==> config.mk <==
export PLATFORM = sky130hd
export DESIGN_NAME = mac_corr_bank
export DESIGN_NICKNAME = d
export VERILOG_FILES = /design/src/rtl/mac_corr_pkg.sv /design/src/rtl/mac_corr_ram.sv /design/src/rtl/mac_corr_bank.sv
export SDC_FILE = /design/constraint.sdc
export NUM_CORES = 2
export LEC_CHECK = 0
export CORE_MARGIN = 5
export CORE_UTILIZATION = 25
export DETAILED_ROUTE_END_ITERATION = 12
export HOLD_SLACK_MARGIN = 0.12
export REMOVE_ABC_BUFFERS = 1
export SYNTH_ARGS = -nofsm -noshare
export SYNTH_HDL_FRONTEND = slang
export SYNTH_SLANG_ARGS = --single-unit
export TNS_END_PERCENT = 5
==> constraint.sdc <==
create_clock -name clk -period 11.1 [get_ports clk]
set_input_delay 1.665 -clock clk [delete_from_list [all_inputs] [get_ports clk]]
set_output_delay 1.665 -clock clk [all_outputs]
set_load 0.01 [all_outputs]
==> src/rtl/mac_corr_pkg.sv <==
// Shared types, default sizes and saturating arithmetic for the correlator lag bank.
package mac_corr_pkg;

   typedef enum logic [1:0] {
      ST_IDLE = 2'd0,
      ST_MAC  = 2'd1,
      ST_CLR  = 2'd2
   } state_t;

   localparam int unsigned DW_DEF     = 8;
   localparam int unsigned ACC_W_DEF  = 32;
   localparam int unsigned ADDR_W_DEF = 5;

   // Widest accumulator the saturating adder supports.
   localparam int unsigned SAT_W = 64;

   typedef struct packed {
      logic             ovf;
      logic [SAT_W-1:0] val;
   } sat_t;

   // Adds a product into an accumulator of width acc_w, clamping to all-ones on overflow.
   function automatic sat_t sat_add(input logic [SAT_W-1:0] acc,
                                    input logic [SAT_W-1:0] prod,
                                    input int unsigned      acc_w);
      logic [SAT_W:0] one;
      logic [SAT_W:0] sum;
      logic [SAT_W:0] lim;
      sat_t           res;
      one     = {{SAT_W{1'b0}}, 1'b1};
      sum     = {1'b0, acc} + {1'b0, prod};
      lim     = (one << acc_w) - one;
      res.ovf = (sum > lim);
      res.val = res.ovf ? lim[SAT_W-1:0] : sum[SAT_W-1:0];
      return res;
   endfunction

endpackage

==> src/rtl/mac_corr_ram.sv <==
// Simple dual-port lag accumulator store: one synchronous read port, one write port.
module mac_corr_ram
   import mac_corr_pkg::*;
#(
   parameter int unsigned ADDR_W = ADDR_W_DEF,
   parameter int unsigned DATA_W = ACC_W_DEF
) (
   input  logic              clk,
   input  logic              we,
   input  logic [ADDR_W-1:0] waddr,
   input  logic [DATA_W-1:0] wdata,
   input  logic [ADDR_W-1:0] raddr,
   output logic [DATA_W-1:0] rdata
);

   logic [DATA_W-1:0] mem [1 << ADDR_W];

   // Write and registered read; contents are deliberately not reset.
   always_ff @(posedge clk) begin
      if (we) begin
         mem[waddr] <= wdata;
      end
      rdata <= mem[raddr];
   end

endmodule

==> src/rtl/mac_corr_bank.sv <==
// Multi-tau correlator lag bank: acc[k] += A_now * B_(now-k), with internal B history,
// queued clear, saturating accumulation, sample counting and a host read port.
module mac_corr_bank
   import mac_corr_pkg::*;
#(
   parameter int unsigned DW     = DW_DEF,
   parameter int unsigned ACC_W  = ACC_W_DEF,
   parameter int unsigned ADDR_W = ADDR_W_DEF
) (
   input  logic              clk,
   input  logic              rst_n,
   input  logic              s_valid,
   output logic              s_ready,
   input  logic [DW-1:0]     a_in,
   input  logic [DW-1:0]     b_in,
   input  logic              clr,
   input  logic              rd_en,
   input  logic [ADDR_W-1:0] rd_addr,
   output logic [ACC_W-1:0]  rd_data,
   output logic              rd_valid,
   output logic              busy,
   output logic              done,
   output logic              ovf,
   output logic [ACC_W-1:0]  sample_cnt
);

   localparam int unsigned     N            = 1 << ADDR_W;
   localparam logic [ADDR_W:0] MAC_LAST_CNT = (ADDR_W+1)'(N);
   localparam logic [ADDR_W:0] CLR_LAST_CNT = (ADDR_W+1)'(N - 1);

   state_t              state;
   state_t              state_nxt;
   logic [ADDR_W:0]     cnt;
   logic [DW-1:0]       a_reg;
   logic [N*DW-1:0]     hist;
   logic                clr_pend;
   logic                accept;
   logic                rd_go;
   logic                mac_last;
   logic                clr_last;

   logic [ADDR_W-1:0]   wr_k;
   logic [DW-1:0]       hist_sel;
   logic [2*DW-1:0]     prod;
   logic [SAT_W-1:0]    acc_ext;
   logic [SAT_W-1:0]    prod_ext;
   sat_t                sat_res;
   logic                unused_sat;

   logic                ram_we;
   logic [ADDR_W-1:0]   ram_waddr;
   logic [ADDR_W-1:0]   ram_raddr;
   logic [ACC_W-1:0]    ram_wdata;
   logic [ACC_W-1:0]    ram_q;
   logic [ACC_W-1:0]    rd_hold;

   assign s_ready    = rst_n && (state == ST_IDLE) && !clr_pend && !clr;
   assign busy       = (state != ST_IDLE);
   assign unused_sat = ^sat_res.val;

   // State register.
   always_ff @(posedge clk or negedge rst_n) begin
      if (!rst_n) begin
         state <= ST_IDLE;
      end else begin
         state <= state_nxt;
      end
   end

   // Next state and per-cycle strobes; IDLE arbitrates clear > sample > read.
   always_comb begin
      state_nxt = state;
      accept    = 1'b0;
      rd_go     = 1'b0;
      mac_last  = 1'b0;
      clr_last  = 1'b0;
      case (state)
         ST_IDLE: begin
            if (clr || clr_pend) begin
               state_nxt = ST_CLR;
            end else if (s_valid) begin
               accept    = 1'b1;
               state_nxt = ST_MAC;
            end else if (rd_en) begin
               rd_go = 1'b1;
            end
         end
         ST_MAC: begin
            if (cnt == MAC_LAST_CNT) begin
               mac_last  = 1'b1;
               state_nxt = ST_IDLE;
            end
         end
         ST_CLR: begin
            if (cnt == CLR_LAST_CNT) begin
               clr_last  = 1'b1;
               state_nxt = ST_IDLE;
            end
         end
         default: state_nxt = ST_IDLE;
      endcase
   end

   // Pass cycle counter, restarted on every state change.
   always_ff @(posedge clk or negedge rst_n) begin
      if (!rst_n) begin
         cnt <= '0;
      end else if (state_nxt != state) begin
         cnt <= '0;
      end else if (state != ST_IDLE) begin
         cnt <= cnt + (ADDR_W+1)'(1);
      end
   end

   // RAM port control: MAC stage 1 reads lag cnt while stage 2 writes lag cnt-1.
   always_comb begin
      wr_k                  = cnt[ADDR_W-1:0] - ADDR_W'(1);
      hist_sel              = hist[wr_k*DW +: DW];
      prod                  = {{DW{1'b0}}, a_reg} * {{DW{1'b0}}, hist_sel};
      acc_ext               = '0;
      acc_ext[ACC_W-1:0]    = ram_q;
      prod_ext              = '0;
      prod_ext[2*DW-1:0]    = prod;
      sat_res               = sat_add(acc_ext, prod_ext, ACC_W);
      ram_raddr             = rd_addr;
      ram_we                = 1'b0;
      ram_waddr             = wr_k;
      ram_wdata             = sat_res.val[ACC_W-1:0];
      case (state)
         ST_MAC: begin
            ram_raddr = cnt[ADDR_W-1:0];
            ram_we    = (cnt != '0);
         end
         ST_CLR: begin
            ram_we    = 1'b1;
            ram_waddr = cnt[ADDR_W-1:0];
            ram_wdata = '0;
         end
         default: ;
      endcase
   end

   // B history delay line and latched A, both updated on sample accept.
   always_ff @(posedge clk or negedge rst_n) begin
      if (!rst_n) begin
         hist  <= '0;
         a_reg <= '0;
      end else if (accept) begin
         hist  <= {hist[(N-1)*DW-1:0], b_in};
         a_reg <= a_in;
      end
   end

   // Status: queued clear, sticky overflow, saturating sample count, end-of-pass pulse.
   // A clr seen during a CLR pass is absorbed into that pass.
   always_ff @(posedge clk or negedge rst_n) begin
      if (!rst_n) begin
         clr_pend   <= 1'b0;
         ovf        <= 1'b0;
         sample_cnt <= '0;
         done       <= 1'b0;
      end else begin
         done <= mac_last || clr_last;
         if (clr_last) begin
            clr_pend   <= 1'b0;
            ovf        <= 1'b0;
            sample_cnt <= '0;
         end else begin
            if (clr && (state == ST_MAC)) begin
               clr_pend <= 1'b1;
            end
            if ((state == ST_MAC) && ram_we && sat_res.ovf) begin
               ovf <= 1'b1;
            end
            if (accept && (sample_cnt != '1)) begin
               sample_cnt <= sample_cnt + ACC_W'(1);
            end
         end
      end
   end

   // Host read result: RAM output is presented directly in the valid cycle and held after.
   always_ff @(posedge clk or negedge rst_n) begin
      if (!rst_n) begin
         rd_valid <= 1'b0;
         rd_hold  <= '0;
      end else begin
         rd_valid <= rd_go;
         if (rd_valid) begin
            rd_hold <= ram_q;
         end
      end
   end

   assign rd_data = rd_valid ? ram_q : rd_hold;

   mac_corr_ram #(
      .ADDR_W (ADDR_W),
      .DATA_W (ACC_W)
   ) u_ram (
      .clk   (clk),
      .we    (ram_we),
      .waddr (ram_waddr),
      .wdata (ram_wdata),
      .raddr (ram_raddr),
      .rdata (ram_q)
   );

endmodule

==> flow_metrics.env <==
export IMPL_cp_arrival_ns=10.19
export IMPL_cp_cell_sequence="inv_2 > ha_4 > mux4_2 > mux4_2 > mux2i_2 > nor2b_1 > fa_1 > fa_1 > inv_1 > fa_1 > fa_1 > inv_1 > ha_1 > and4_1 > a21boi_0 > nand3_1 > a21oi_1 > a31oi_1 > a311oi_4"
export IMPL_cp_max_fo=69
export IMPL_relSlewSlack_pct=12.8
export IMPL_synth_area_sq_mm=0.0596
export IMPL_postCtsHoldBufs=0
export IMPL_wirelength_mm=167
export IMPL_num_vias=36300
export IMPL_syn_avg_cell_area_sq_um=14.3
export IMPL_reg2reg_to="u_ram.mem[9][28]"
export IMPL_io_buffers=94
export IMPL_period_needed_ns=9.78
export IMPL_status="finished, final reports clean"
export IMPL_slowest_stage="a311oi_4"
export IMPL_fin_skew_ns=0.0497
export IMPL_setup_viol=0
export IMPL_antenna_found_initial=4
export IMPL_critPathKind="reg2reg"
export IMPL_largest_register="u_ram.mem"
export IMPL_ant_nets=0
export IMPL_hp_class="reg2reg"
export IMPL_grt_ovfl_total=0
export IMPL_synth_warnings=0
export IMPL_worst_pin_slew_ns=1.31
export IMPL_routabilityCongestion=0.780
export IMPL_final_nets=4380
export IMPL_cts_tree="built"
export IMPL_peakVddDrop_mv=0.151
export IMPL_grt_pass1_vias=35900
export IMPL_numClockSinks=1396
export IMPL_min_to="hist[237]"
export IMPL_tns_ns=0
export IMPL_rsz0062_at_grt="no"
export IMPL_ys_seq_area_share_pct=67.0
export IMPL_start_util_pct=25.1
export IMPL_crit_path_max_incr_delay_ns=1.06
export IMPL_cts_max_path_buffers=3
export IMPL_largest_reg_flops=1024
export IMPL_die_h_microns=498
export IMPL_power_density_mw_per_mm2=155
export IMPL_synthArstFlopShare_pct=24.4
export IMPL_reg_top3="u_ram.mem (1024), hist (256)"
export IMPL_layoutNonFillerInstCount=7544
export IMPL_fmax_mhz=102
export IMPL_place_hpwl_mm=87.7
export IMPL_slew_viol_final=0
export IMPL_whs_path_depth=2
export IMPL_period_share_pct=88.1
export IMPL_gr_usage_all_layers_pct=13.1
export IMPL_nFillCells=23600
export IMPL_core_area_sq_mm=0.237
export IMPL_area_growth_pct=16.6
export IMPL_drc=0
export IMPL_synth_seq_cells=1396
export IMPL_post_cts_resized=0
export IMPL_first_pass_iters=6
export IMPL_clk_pin_slew_ns=0.06
export IMPL_htree_levels=4
export IMPL_synthCells=4165
export IMPL_rrSetupSlack_ns=1.32
export IMPL_placed_cell_area_sq_mm=0.0648
export IMPL_rows=179
export IMPL_grt_max_degree=219
export IMPL_synth_cell_types=73
export IMPL_required_ns=11.51
export IMPL_startpoint_type="register"
export IMPL_via_per_inst=4.81
export IMPL_die_width_microns=498
export IMPL_grt_pass1_wl_mm=243
export IMPL_synthFlopType="edfxtp_1"
export IMPL_synth_edf_count=1024
export IMPL_r2r_start="cnt[0]"
export IMPL_die_area_sq_mm=0.248
export IMPL_wire_per_inst_microns=22.2
export IMPL_numCtsBuffers=140
export IMPL_final_area_sq_mm=0.0695
export IMPL_place_inst=7280
export IMPL_p_leak_uw=0.0254
export IMPL_hold_viol=0
export IMPL_hp_start="hist[229]"
export IMPL_final_core_util_pct=29.3
export IMPL_maxCapViolCount=0
export IMPL_ff2ff_path_depth=19
export IMPL_drtIter0Drc=4172
export IMPL_insertion_delay_ns=0.80
export IMPL_cts_setup_buffers=0
export IMPL_drive_above_1_share_pct=16.6
export IMPL_cp_end_kind="register"
export IMPL_worst_path_most_repeated_cell="fa_1"
export IMPL_io_pins=95
export IMPL_clockRootBuffer="clkbuf_16"
## worst max path at each step
stage	cells past startpoint	slack [ns]	start	end
global placement	19	1.74	cnt[0]	u_ram.mem[9][28]
global route	19	0.74	cnt[0]	u_ram.mem[9][28]
floorplan	5	-16.50	cnt[0]	u_ram.rdata[0]
finish	19	1.32	cnt[0]	u_ram.mem[9][28]
CTS	19	1.42	cnt[0]	u_ram.mem[9][28]
detailed placement	19	1.47	cnt[0]	u_ram.mem[10][28]
## worst max-delay path: cells and delay by family (launching register included)
family                   cells  cell delay (ns)
flip-flops                   1             0.89
AND/OR/NAND/NOR              3             0.82
multiplexers                 3             1.54
AO/OA/AOI/OAI                4             2.39
buffers and inverters        3             0.32
adder cells (fa/ha/maj)      6             3.35
## placed cells by master, fill, tap and decap left out, types with 12 or more instances in the layout
| cell | Yosys | routed |
|---|---|---|
| nand2_1 | 1007 | 1007 |
| clkdlybuf4s50_1 | 0 | 92 |
| o221ai_1 | 29 | 29 |
| clkbuf_16 | 0 | 142 |
| o211ai_1 | 31 | 31 |
| dfxtp_1 | 32 | 32 |
| nand4_1 | 22 | 22 |
| clkbuf_8 | 0 | 23 |
| nor2b_1 | 42 | 40 |
| a22oi_1 | 124 | 124 |
| o21ai_0 | 19 | 19 |
| clkinv_2 | 0 | 22 |
| nand2b_1 | 15 | 15 |
| o41ai_1 | 37 | 37 |
| dfrtp_1 | 340 | 338 |
| inv_1 | 114 | 114 |
| ha_1 | 49 | 47 |
| nor2_1 | 222 | 182 |
| buf_4 | 6 | 86 |
| mux2_2 | 41 | 40 |
| nor2_4 | 0 | 36 |
| or3_1 | 39 | 39 |
| edfxtp_1 | 1024 | 1024 |
| fa_1 | 50 | 50 |
| nand3_1 | 76 | 75 |
| clkbuf_1 | 153 | 37 |
| and3_1 | 48 | 48 |
| a21oi_1 | 76 | 57 |
| a21oi_2 | 0 | 19 |
| mux4_2 | 271 | 271 |
| xnor2_1 | 18 | 17 |
| o22ai_1 | 31 | 31 |
| xor2_1 | 26 | 26 |
| and2_1 | 13 | 12 |
## area by class of cell
class                      instances  area (sq um)  share of cell area, %
inverter                         116           435                  0.627
clock inverter                    58           676                  0.973
antenna                            4          10.0                 0.0144
clock buffer                     202          4010                   5.77
sequential                      1396         39900                   57.4
multi-input combinational       2416         18800                   27.0
tap                             3167          3960                   5.70
timing repair buffer             185          1690                   2.43
## report_power, final
group	switching, uW	internal, uW
logic	254	156
registers	35.2	5560
clock network	2070	2690
total	2360	8400
## synthesized netlist by cell type, types with 9 or more instances
cell type     n  share of area, %
edfxtp_1   1024                52
nand2_1    1007               6.3
dfrtp_1     340                14
mux4_2      271                10
nor2_1      222               1.4
clkbuf_1    153              0.96
a22oi_1     124               1.6
inv_1       114              0.72
a21oi_1      76              0.64
nand3_1      76              0.64
fa_1         50               1.7
ha_1         49               1.0
and3_1       48              0.50
buf_2        46              0.39
nor2b_1      42              0.44
mux2_2       41              0.78
or3_1        39              0.41
o41ai_1      37              0.54
dfxtp_1      32               1.1
o211ai_1     31              0.39
o22ai_1      31              0.33
o221ai_1     29              0.43
buf_1        28              0.18
xor2_1       26              0.38
nand4_1      22              0.23
o21ai_0      19              0.16
xnor2_1      18              0.26
nand2b_1     15              0.16
and2_1       13              0.14
nor3_1       12              0.10
a31oi_1      10              0.11
o2111ai_1     9              0.13
o21bai_1      9              0.11
## kinds of logic (layout without fill, tap and decap cells)
kind of cell / Yosys count / after routing / synth area share, %
AND/OR/NAND/NOR: 1518 / 1518 / 10.7
flip-flops: 1396 / 1396 / 67.0
AO/OA/AOI/OAI: 426 / 426 / 5.11
buffers and inverters: 353 / 561 / 2.41
multiplexers: 327 / 327 / 11.4
adder cells (fa/ha/maj): 99 / 99 / 2.71
XOR/XNOR: 46 / 46 / 0.702
other: 0 / 4 / 0
## metal layers
layer / track usage, % / vias to the layer above / share of wire (%)
met5: 0 / - / 0.0084
met4: 4.68 / 2 / 3.4
li1: - / 15600 / -
met2: 20.9 / 1592 / 46
met3: 2.79 / 293 / 8.7
met1: 17.7 / 18800 / 41
## metrics by stage
stage | hold WS [ns] | worst slack [ns] | total power, uW
after floorplan | 0.441 | -16.50 | 6000
after CTS | 0.479 | 1.42 | 10900
after global placement | 0.460 | 1.74 | 6110
after global routing | 0.513 | 0.738 | 11100
after detailed placement | 0.465 | 1.47 | 6110
final | 0.481 | 1.32 | 10800
Power figures use the tool's default switching activity.
